--- config.mk ---
export PLATFORM = sky130hd
export DESIGN_NAME = sdram_block_copier_flat
export DESIGN_NICKNAME = d
export VERILOG_FILES = /design/src/rtl/sdram_block_copier_if.sv /design/src/rtl/sdram_block_copier.sv /design/src/flat_wrapper.sv
export SDC_FILE = /design/constraint.sdc
export NUM_CORES = 1
export LEC_CHECK = 0
export ABC_CLOCK_PERIOD_IN_PS = 12300
export CAP_MARGIN = 20
export CORE_ASPECT_RATIO = 0.75
export CORE_MARGIN = 5
export CORE_UTILIZATION = 60
export CTS_BUF_LIST = sky130_fd_sc_hd__clkbuf_4 sky130_fd_sc_hd__clkbuf_8
export DETAILED_ROUTE_END_ITERATION = 10
export GPL_TIMING_DRIVEN = 1
export PLACE_DENSITY = 0.8
export SYNTH_ARGS = -nofsm -noshare
export SYNTH_HDL_FRONTEND = slang
export SYNTH_SLANG_ARGS = --single-unit
--- constraint.sdc ---
create_clock -name clk -period 12.3 [get_ports clk]
set_input_delay 1.23 -clock clk [delete_from_list [all_inputs] [get_ports clk]]
set_output_delay 1.23 -clock clk [all_outputs]
set_load 0.005 [all_outputs]
--- src/rtl/sdram_block_copier_if.sv ---
// Avalon-MM master bus between the block copier and the SDRAM controller.
// The master drives the request side; the slave returns readdata, readdatavalid and waitrequest.
interface sdram_block_copier_if #(
    parameter int ADDR_W = 32,
    parameter int DATA_W = 16
);
    logic [ADDR_W-1:0]   address;
    logic                read;
    logic                write;
    logic [DATA_W-1:0]   writedata;
    logic [DATA_W/8-1:0] byteenable;
    logic [DATA_W-1:0]   readdata;
    logic                readdatavalid;
    logic                waitrequest;

    modport master (
        output address, read, write, writedata, byteenable,
        input  readdata, readdatavalid, waitrequest
    );

    modport slave (
        input  address, read, write, writedata, byteenable,
        output readdata, readdatavalid, waitrequest
    );
endinterface

--- src/rtl/sdram_block_copier.sv ---
// Copies NUM_WORDS words SRC_BASE->DST_BASE (XOR_MASK applied) in CHUNK-word bursts; done when finished.
// Latency is slave-dependent; read/write requests hold stable while waitrequest is high.
module sdram_block_copier #(
    parameter int                ADDR_W    = 32,
    parameter int                DATA_W    = 16,
    parameter logic [ADDR_W-1:0] SRC_BASE  = 32'h0000_0000,
    parameter logic [ADDR_W-1:0] DST_BASE  = 32'h0010_0000,
    parameter int                NUM_WORDS = 1024,
    parameter int                CHUNK     = 16,
    parameter logic [DATA_W-1:0] XOR_MASK  = 16'h0000
) (
    input  logic                 clk,
    input  logic                 reset,
    input  logic                 start,
    output logic                 done,
    output logic [3:0]           state,
    sdram_block_copier_if.master avm
);
    localparam int                IW     = $clog2(CHUNK);
    localparam int                CW     = IW + 1;
    localparam logic [ADDR_W-1:0] STRIDE = ADDR_W'(DATA_W / 8);

    typedef enum logic [3:0] {
        IDLE = 4'd0,
        RD   = 4'd1,
        WR   = 4'd2,
        FIN  = 4'd3
    } state_t;

    state_t            state_q, state_d;
    logic              start_q;
    logic              done_q, done_d;
    logic [15:0]       remaining_q, remaining_d;
    logic [ADDR_W-1:0] rd_ptr_q, rd_ptr_d;
    logic [ADDR_W-1:0] wr_ptr_q, wr_ptr_d;
    logic [CW-1:0]     issued_q, issued_d;
    logic [CW-1:0]     received_q, received_d;
    logic [CW-1:0]     written_q, written_d;
    logic [DATA_W-1:0] buf_mem_q [CHUNK];

    logic [CW-1:0]     n;
    logic              buf_we;
    logic              rd_c, wr_c;
    logic [ADDR_W-1:0] addr_c;
    logic [DATA_W-1:0] wdata_c;

    // Words in the current chunk: a full CHUNK, or whatever is left at the tail.
    assign n      = (remaining_q >= 16'(CHUNK)) ? CW'(CHUNK) : remaining_q[CW-1:0];
    assign buf_we = (state_q == RD) && avm.readdatavalid && (received_q != n);

    always_comb begin
        state_d     = state_q;
        done_d      = done_q;
        remaining_d = remaining_q;
        rd_ptr_d    = rd_ptr_q;
        wr_ptr_d    = wr_ptr_q;
        issued_d    = issued_q;
        received_d  = received_q;
        written_d   = written_q;
        rd_c        = 1'b0;
        wr_c        = 1'b0;
        addr_c      = '0;
        wdata_c     = '0;
        case (state_q)
            IDLE: begin
                if (start && !start_q) begin
                    done_d      = 1'b0;
                    remaining_d = 16'(NUM_WORDS);
                    rd_ptr_d    = SRC_BASE;
                    wr_ptr_d    = DST_BASE;
                    issued_d    = '0;
                    received_d  = '0;
                    written_d   = '0;
                    state_d     = RD;
                end
            end
            RD: begin
                if (issued_q != n) begin
                    rd_c   = 1'b1;
                    addr_c = rd_ptr_q + ADDR_W'(issued_q) * STRIDE;
                    if (!avm.waitrequest) issued_d = issued_q + CW'(1);
                end
                if (buf_we) received_d = received_q + CW'(1);
                if (received_q == n) state_d = WR;
            end
            WR: begin
                wr_c    = 1'b1;
                addr_c  = wr_ptr_q + ADDR_W'(written_q) * STRIDE;
                wdata_c = buf_mem_q[written_q[IW-1:0]];
                if (!avm.waitrequest) begin
                    if (written_q + CW'(1) == n) begin
                        remaining_d = remaining_q - 16'(n);
                        rd_ptr_d    = rd_ptr_q + ADDR_W'(n) * STRIDE;
                        wr_ptr_d    = wr_ptr_q + ADDR_W'(n) * STRIDE;
                        issued_d    = '0;
                        received_d  = '0;
                        written_d   = '0;
                        state_d     = (remaining_q == 16'(n)) ? FIN : RD;
                    end else begin
                        written_d = written_q + CW'(1);
                    end
                end
            end
            FIN: begin
                done_d  = 1'b1;
                state_d = IDLE;
            end
            default: state_d = IDLE;
        endcase
    end

    always_ff @(posedge clk or posedge reset) begin
        if (reset) begin
            state_q     <= IDLE;
            start_q     <= 1'b0;
            done_q      <= 1'b0;
            remaining_q <= '0;
            rd_ptr_q    <= '0;
            wr_ptr_q    <= '0;
            issued_q    <= '0;
            received_q  <= '0;
            written_q   <= '0;
        end else begin
            state_q     <= state_d;
            start_q     <= start;
            done_q      <= done_d;
            remaining_q <= remaining_d;
            rd_ptr_q    <= rd_ptr_d;
            wr_ptr_q    <= wr_ptr_d;
            issued_q    <= issued_d;
            received_q  <= received_d;
            written_q   <= written_d;
        end
    end

    // Chunk buffer is pure storage; every slot is rewritten before it is read.
    always_ff @(posedge clk) begin
        if (buf_we) buf_mem_q[received_q[IW-1:0]] <= avm.readdata ^ XOR_MASK;
    end

    assign avm.read       = rd_c;
    assign avm.write      = wr_c;
    assign avm.address    = addr_c;
    assign avm.writedata  = wdata_c;
    assign avm.byteenable = '1;
    assign done           = done_q;
    assign state          = state_q;
endmodule

--- src/flat_wrapper.sv ---
// flat-port wrapper written by rule: the top's interface ports become plain ports
module sdram_block_copier_flat 
#(
    parameter int                ADDR_W    = 32,
    parameter int                DATA_W    = 16,
    parameter logic [ADDR_W-1:0] SRC_BASE  = 32'h0000_0000,
    parameter logic [ADDR_W-1:0] DST_BASE  = 32'h0010_0000,
    parameter int                NUM_WORDS = 1024,
    parameter int                CHUNK     = 16,
    parameter logic [DATA_W-1:0] XOR_MASK  = 16'h0000
)
  (clk, reset, start, done, state, avm_address, avm_read, avm_write, avm_writedata, avm_byteenable, avm_readdata, avm_readdatavalid, avm_waitrequest);
  sdram_block_copier_if #(.ADDR_W(ADDR_W), .DATA_W(DATA_W)) avm_i ();
  input  logic clk;
  input  logic reset;
  input  logic start;
  output logic done;
  output logic [3:0] state;
  output wire logic [$bits(avm_i.address)-1:0] avm_address;
  output wire logic [$bits(avm_i.read)-1:0] avm_read;
  output wire logic [$bits(avm_i.write)-1:0] avm_write;
  output wire logic [$bits(avm_i.writedata)-1:0] avm_writedata;
  output wire logic [$bits(avm_i.byteenable)-1:0] avm_byteenable;
  input wire logic [$bits(avm_i.readdata)-1:0] avm_readdata;
  input wire logic [$bits(avm_i.readdatavalid)-1:0] avm_readdatavalid;
  input wire logic [$bits(avm_i.waitrequest)-1:0] avm_waitrequest;
  assign avm_address = avm_i.address;
  assign avm_read = avm_i.read;
  assign avm_write = avm_i.write;
  assign avm_writedata = avm_i.writedata;
  assign avm_byteenable = avm_i.byteenable;
  assign avm_i.readdata = avm_readdata;
  assign avm_i.readdatavalid = avm_readdatavalid;
  assign avm_i.waitrequest = avm_waitrequest;
  sdram_block_copier #(.ADDR_W(ADDR_W), .DATA_W(DATA_W), .SRC_BASE(SRC_BASE), .DST_BASE(DST_BASE), .NUM_WORDS(NUM_WORDS), .CHUNK(CHUNK), .XOR_MASK(XOR_MASK)) u_core (.clk(clk), .reset(reset), .start(start), .done(done), .state(state), .avm(avm_i));
endmodule
==> results of run 1 <==
[cell families (layout without fill, tap and decap cells)]
logic type | count (synthesis) | in the layout
buf+inv | 115 | 225
compound gates | 220 | 220
xor+xnor | 81 | 81
other cells | 2 | 7
mux | 97 | 97
fa+ha+maj | 37 | 37
flops | 353 | 353
simple gates | 420 | 420
[cells in the final DEF (no fill, tap or decap), drive strengths merged, types with 5 or more instances in the layout]
cell / synthesis / layout
nor3: 18 / 18
mux2i: 16 / 16
nor4: 18 / 18
bufinv: 0 / 5
mux4: 80 / 80
or2: 7 / 7
nand2b: 20 / 20
buf: 24 / 20
nand2: 96 / 96
xnor2: 43 / 43
nand4: 19 / 19
a21o: 11 / 11
conb: 2 / 6
and3: 19 / 19
inv: 32 / 34
dfrtp: 97 / 97
and2: 19 / 19
or4: 18 / 18
o21ai: 53 / 53
clkbuf: 59 / 76
edfxtp: 256 / 256
or3: 30 / 30
xor2: 38 / 38
clkdlybuf4s50: 0 / 72
nand4b: 8 / 8
o211ai: 5 / 5
nand3: 44 / 44
a22oi: 18 / 18
and4b: 8 / 8
o22ai: 15 / 15
a21boi: 5 / 5
o31ai: 13 / 13
ha: 33 / 33
nor2: 59 / 59
a21oi: 61 / 61
clkinv: 0 / 17
nor2b: 22 / 22
[Yosys cell counts (20+ instances only)]
library cell	n	area (sq um)
nand3_1	44	220
edfxtp_1	256	7690
dfrtp_1	97	2430
xnor2_1	42	368
nor2b_1	22	138
mux4_2	80	1800
or3_1	29	181
clkbuf_1	59	221
nand2b_1	20	125
nand2_1	95	357
o21ai_0	49	245
nor2_1	59	221
inv_1	31	116
ha_1	33	413
a21oi_1	60	300
xor2_1	38	333
[per-layer routing]
layer / up-vias / GRT usage / share of wire
met5: - / 0 / 0
met4: 0 / 0.0743 / 0.021
met3: 76 / 0.0551 / 0.097
met2: 667 / 0.402 / 0.46
met1: 5998 / 0.399 / 0.42
li1: 5224 / - / -
[path summary, 6_finish.rpt]
| check | start | endpoint | slack, ns | depth (start not counted) |
|---|---|---|---|---|
| max in group asynchronous | reset | u_core.written_q[0]$_DFFE_PP0P_ | 10.03 | 3 |
| worst min register to register | u_core.remaining_q[15]$_DFFE_PP0P_ | u_core.remaining_q[15]$_DFFE_PP0P_ | 0.50 | 2 |
| worst max-delay path | u_core.remaining_q[5]$_DFFE_PP0P_ | avm_address[23] | 6.48 | 10 |
| worst min-delay path | u_core.remaining_q[15]$_DFFE_PP0P_ | u_core.remaining_q[15]$_DFFE_PP0P_ | 0.50 | 2 |
| min in group asynchronous | reset | u_core.rd_ptr_q[10]$_DFFE_PP0P_ | 1.02 | 2 |
| worst max register to register | u_core.remaining_q[5]$_DFFE_PP0P_ | u_core.rd_ptr_q[31]$_DFFE_PP0P_ | 7.43 | 10 |
[worst reg2reg max path: cells and delay by family, from the launching register on]
kind | cells | cell delay (ns)
fa+ha+maj | 1 | 0.51
flops | 1 | 0.43
simple gates | 5 | 2.20
compound gates | 4 | 1.64
[power by group]
| part | switching (uW) | internal (uW) |
|---|---|---|
| Sequential | 60.0 | 1330 |
| Combinational | 580 | 382 |
| Clock | 473 | 596 |
[per-stage QoR]
stage / worst slack [ns] / hold slack [ns] / instance area, sq um / utilization
floorplan: 8.16 / 0.472 / 17500 / -
global placement: 7.27 / 0.482 / 18500 / 0.641
detailed placement: 7.15 / 0.500 / 18600 / 0.642
CTS: 6.45 / 0.507 / 19800 / 0.683
global route: 6.23 / 0.553 / 19800 / 0.685
finish: 6.48 / 0.503 / 19800 / 0.685
[area by class of cell]
class                      instances  area (sq um)  area share
sequential                       353         10100       0.511
multi-input combinational        861          6960       0.351
clock buffer                      76           921      0.0465
timing repair buffer              92           918      0.0464
tap                              392           490      0.0248
clock inverter                    25           270      0.0136
inverter                          32           123     0.00619
antenna                            1          2.50    0.000126
[registers in the layout, indices dropped and copies added (netlist names)]
name	flops
u_core.remaining_q	16
u_core.buf_mem_q	256
u_core.start_q	1
u_core.rd_ptr_q	31
u_core.done	1
u_core.written_q	5
u_core.state	2
u_core.wr_ptr_q	31
u_core.received_q	5
u_core.issued_q	5
==> flow_summary.toml, run 1 <==
[outcome]
outcome = "completed"

[grt]
grt_max_degree = 70
antenna_found_initial = 1
grt_pass1_vias = 11600
grt_use_total = 0.265
grt-ovfl-total = 0
grt_pass1_wl_um = 67400

[synthesis]
netlist_instances = 1325
synth_top_family_by_area = "simple AND/OR/NAND/NOR gates"
synth_warnings = 0
synth_area_sq_mm = 0.0175
synthAdderAreaFrac = 0.0281
synthFlopType = "edfxtp_1"
synth_area_per_cell_sq_um = 13.2
ys_seq_elements = 353
ys_types = 78
synthArstFlopShare = 0.275
yosys.area_share.xor_xnor = 0.0409
muxShareOfSynthArea = 0.113
synth_compound_area_frac = 0.0808
synth_simple_gate_area_frac = 0.132
synth_edf_count = 256
seq_area_frac_synth = 0.577

[place]
hpwl_um = 27700
portBuffers = 72
post-place-cells = 1728
routabilityCongestion = 0.982

[drt]
drtPass1Iterations = 6
route.detailed.drc = 0
routed_via_density = 6.53
ant_nets = 0
wl_per_cell_um = 23.8
dr.first_iter.drc_count = 1674
dr_total_vias = 12000
wirelength_um = 43500

[die]
die_w_um = 207
die-area_sq_mm = 0.0328
io_pins = 78
rows = 54
core_sq_mm = 0.0289
initial_core_util = 0.606
die_y_um = 158

[power]
peakVddDrop_uv = 150
power_uw = 3420
p_leak_uw = 0.00697
p_per_area_mw_per_mm2 = 173

[sta]
worst_slew_pin_slew_ns = 1.13
finalMaxSlewViolations = 0
fmax_mhz = 172
skew_ns = 0.0356
period_needed_ns = 5.82
setup_viol = 0
slew_headroom = 0.246
fin_crit_sh = 0.473
final-hold-violation-count = 0
finalSetupTns_ns = 0
grt_setup_unrepaired = "false"

[clocking]
cts.htree.levels = 2
clockBufferDepth = 3
cts_tree = "yes"
cts_root_buf = "clkbuf_8"
insertion_delay_ns = 0.62
clkSinkCount = 353
clk_pin_slew_ns = 0.06
postCtsSetupBuffers = 0
cts_made_buffers = 54
cts_resized = 0
cts_hold_buf = 0

[finish]
areaGrowthSynthToFinish_pct = 13.0
fillers = 2002
stdcell_count = 1832
drive_gt1_frac = 0.156
nNetsFinal = 1452

[min_path]
hold_class = "flip-flop to flip-flop"

[setup_path]
slowest_delay_ns = 0.71
cp_top_family = "simple AND/OR/NAND/NOR gates"
crit_required_ns = 11.07
cp_max_fo = 20
end_kind = "output pin"
crit_buf_inv = 3
path_cells = "or4_1, nor4_4, inv_2, or4_2, a22oi_1, nor2_1, buf_4, nand2_2, o22ai_1, clkdlybuf4s50_1"
critPathLaunchType = "flip-flop"
cp.arrival_ns = 4.59
slowest_stage = "or4_1"
path_class = "flip-flop to output pin"

[run]
cap_viol_max_count = 0
(Power assumes the default switching activity.)
==> run 2, diff against run 1 <==
--- a/config.mk
+++ b/config.mk
@@ -5,11 +5,11 @@
 export SDC_FILE = /design/constraint.sdc
 export NUM_CORES = 1
 export LEC_CHECK = 0
-export ABC_CLOCK_PERIOD_IN_PS = 12300
+export ABC_CLOCK_PERIOD_IN_PS = 4900
 export CAP_MARGIN = 20
 export CORE_ASPECT_RATIO = 0.75
 export CORE_MARGIN = 5
-export CORE_UTILIZATION = 60
+export CORE_UTILIZATION = 57
 export CTS_BUF_LIST = sky130_fd_sc_hd__clkbuf_4 sky130_fd_sc_hd__clkbuf_8
 export DETAILED_ROUTE_END_ITERATION = 10
 export GPL_TIMING_DRIVEN = 1
==> constraint.sdc (replaced) <==
create_clock -name clk -period 4.9 [get_ports clk]
set_input_delay 0.49 -clock clk [delete_from_list [all_inputs] [get_ports clk]]
set_output_delay 0.49 -clock clk [all_outputs]
set_load 0.005 [all_outputs]
==> run 2 against run 1 <==
First-iteration DRC count decreased by 15%. Worst setup slack got worse by 6.2 ns. Routed wire length decreased by 1.5%. Flip-flop and latch count unchanged. Sequential power increased by 150%. Count of clock-buffer cells in the layout increased by 7. Clock skew increased by 0.0093 ns. Hold slack got worse by 0.12 ns. Via count decreased by 0.58%. Power increased by 140%. Critical path depth unchanged. Die area increased by 5.0%.
==> flow_summary.toml, run 2 (same netlist as run 1, synthesis figures left out) <==
[outcome]
outcome = "completed"

[sta]
period_needed_ns = 4.61
fmax_mhz = 217
grt_setup_unrepaired = "false"
slew_headroom = 0.343
final-hold-violation-count = 0
finalSetupTns_ns = 0
fin_crit_sh = 0.942
setup_viol = 0
skew_ns = 0.0448
worst_slew_pin_slew_ns = 0.981
hold_slack_ns = 0.378
finalMaxSlewViolations = 0

[power]
power_uw = 8360
p_leak_uw = 0.00700
p_per_area_mw_per_mm2 = 422
peakVddDrop_uv = 512

[setup_path]
reg2reg_to = "u_core.rd_ptr_q[31]$_DFFE_PP0P_"
cp.arrival_ns = 4.12
end_kind = "output pin"
cp_max_fo = 14
r2r_start = "u_core.remaining_q[5]$_DFFE_PP0P_"
crit_start = "u_core.remaining_q[9]$_DFFE_PP0P_"
reg2reg_slack_ns = 0.46
crit_required_ns = 4.41
endpoint = "avm_address[15]"
rr_worst_depth = 10
critPathLaunchType = "flip-flop"
path_class = "flip-flop to output pin"

[finish]
stdcell_count = 1851
layout_commonest_cell = "edfxtp_1"
areaGrowthSynthToFinish_pct = 13.0
nNetsFinal = 1468
largest_reg_flops = 256
antennaDiodeCount = 0
multiInputGateArea_sq_mm = 0.00697
final_cell_mix = "edfxtp_1, nand2_1, dfrtp_1, mux4_2, clkdlybuf4s50_1"
finish.utilization = 0.655
fillers = 2090
register_area_sq_mm = 0.0101
drive_gt1_frac = 0.168

[place]
routabilityCongestion = 0.964
portBuffers = 72
hpwl_um = 27900
post-place-cells = 1753

[grt]
grt_use_total = 0.250
grt_max_degree = 66
antenna_found_initial = 0
grt_pass1_wl_um = 66800
grt-ovfl-total = 0
grt_pass1_vias = 11500

[drt]
wl_per_cell_um = 23.2
route.detailed.drc = 0
dr_total_vias = 11900
drtPass1Iterations = 5
wirelength_um = 42900
ant_nets = 0
routed_via_density = 6.43
dr.first_iter.drc_count = 1421

[die]
die_y_um = 162
core_sq_mm = 0.0302
io_pins = 78
initial_core_util = 0.580
die_w_um = 212
rows = 55
die-area_sq_mm = 0.0344

[clocking]
insertion_delay_ns = 0.61
cts_made_buffers = 53
cts.htree.levels = 2
clkSinkCount = 353
clockBufferDepth = 3
cts_tree = "yes"
clk_pin_slew_ns = 0.07
cts_root_buf = "clkbuf_8"
cts_hold_buf = 0

[run]
cap_viol_max_count = 0

[min_path]
hold_class = "input pin to flip-flop"
-- run 2: cell count changes in the layout (fill, tap and decap cells not counted), moves of 2 or more --
cell	delta
or4_4	+2
buf_16	-2
or4_1	-2
clkbuf_8	+2
clkinv_2	-3
clkinv_1	-3
bufinv_16	-4
buf_4	+20
clkbuf_4	+5
-- run 2: metrics by stage --
step	instance area, sq um	setup WS [ns]
2_1_floorplan	17500	0.906
3_3_place_gp	18700	0.499
3_5_place_dp	18700	0.392
4_1_cts	19800	0.0724
5_1_grt	19800	0.0908
6_report	19800	0.286
-- run 2: worst max-delay path, stage by stage (launching register included) --
cell and delay (ns):
dfrtp_1 0.42, or3_2 0.60, nor4_4 0.32, inv_2 0.19, or4_2 0.67, a22oi_1 0.25, nor2_2 0.15, buf_4 0.21
a22oi_1 0.18, nor2b_1 0.07, clkdlybuf4s50_1 0.45
-- run 2: how the worst min path moves through the flow --
stage / start / end / slack, ns / depth (start not counted)
5_1_grt: start / u_core.start_q$_DFF_PP0_ / 0.38 / 1
4_1_cts: start / u_core.start_q$_DFF_PP0_ / 0.36 / 1
3_5_place_dp: u_core.remaining_q[15]$_DFFE_PP0P_ / u_core.remaining_q[15]$_DFFE_PP0P_ / 0.51 / 2
2_1_floorplan: u_core.remaining_q[15]$_DFFE_PP0P_ / u_core.remaining_q[15]$_DFFE_PP0P_ / 0.47 / 2
6_report: start / u_core.start_q$_DFF_PP0_ / 0.38 / 1
3_3_place_gp: u_core.remaining_q[15]$_DFFE_PP0P_ / u_core.remaining_q[15]$_DFFE_PP0P_ / 0.48 / 2
-- run 2: cell type report --
type / instances / area share
tap: 399 / 0.0252
inverter: 32 / 0.00619
clock buffer: 83 / 0.0498
sequential: 353 / 0.511
clock inverter: 14 / 0.00499
timing repair buffer: 109 / 0.0504
multi-input combinational: 861 / 0.352
-- run 2: where the power goes --
group,internal [uW],switching (uW),total (uW)
logic,993,1450,2440
registers,3330,127,3460
clock network,1330,1120,2450
total,5660,2700,8360
-- run 2: per-layer routing --
layer / wire [um] / up-vias / track usage
met1: 18400 / 5967 / 0.388
met4: 680 / 0 / 0.0535
met3: 4200 / 62 / 0.0519
li1: - / 5266 / -
met2: 19600 / 601 / 0.372
met5: 0 / - / 0
-- run 2: timing repair --
action | in CTS | in global routing
buffers inserted | 1 | 0
endpoints found under the setup margin | 26 | 25
gates resized for setup | 0 | 3
pin swaps | 1 | 0
hold endpoints to repair | 0 | 0
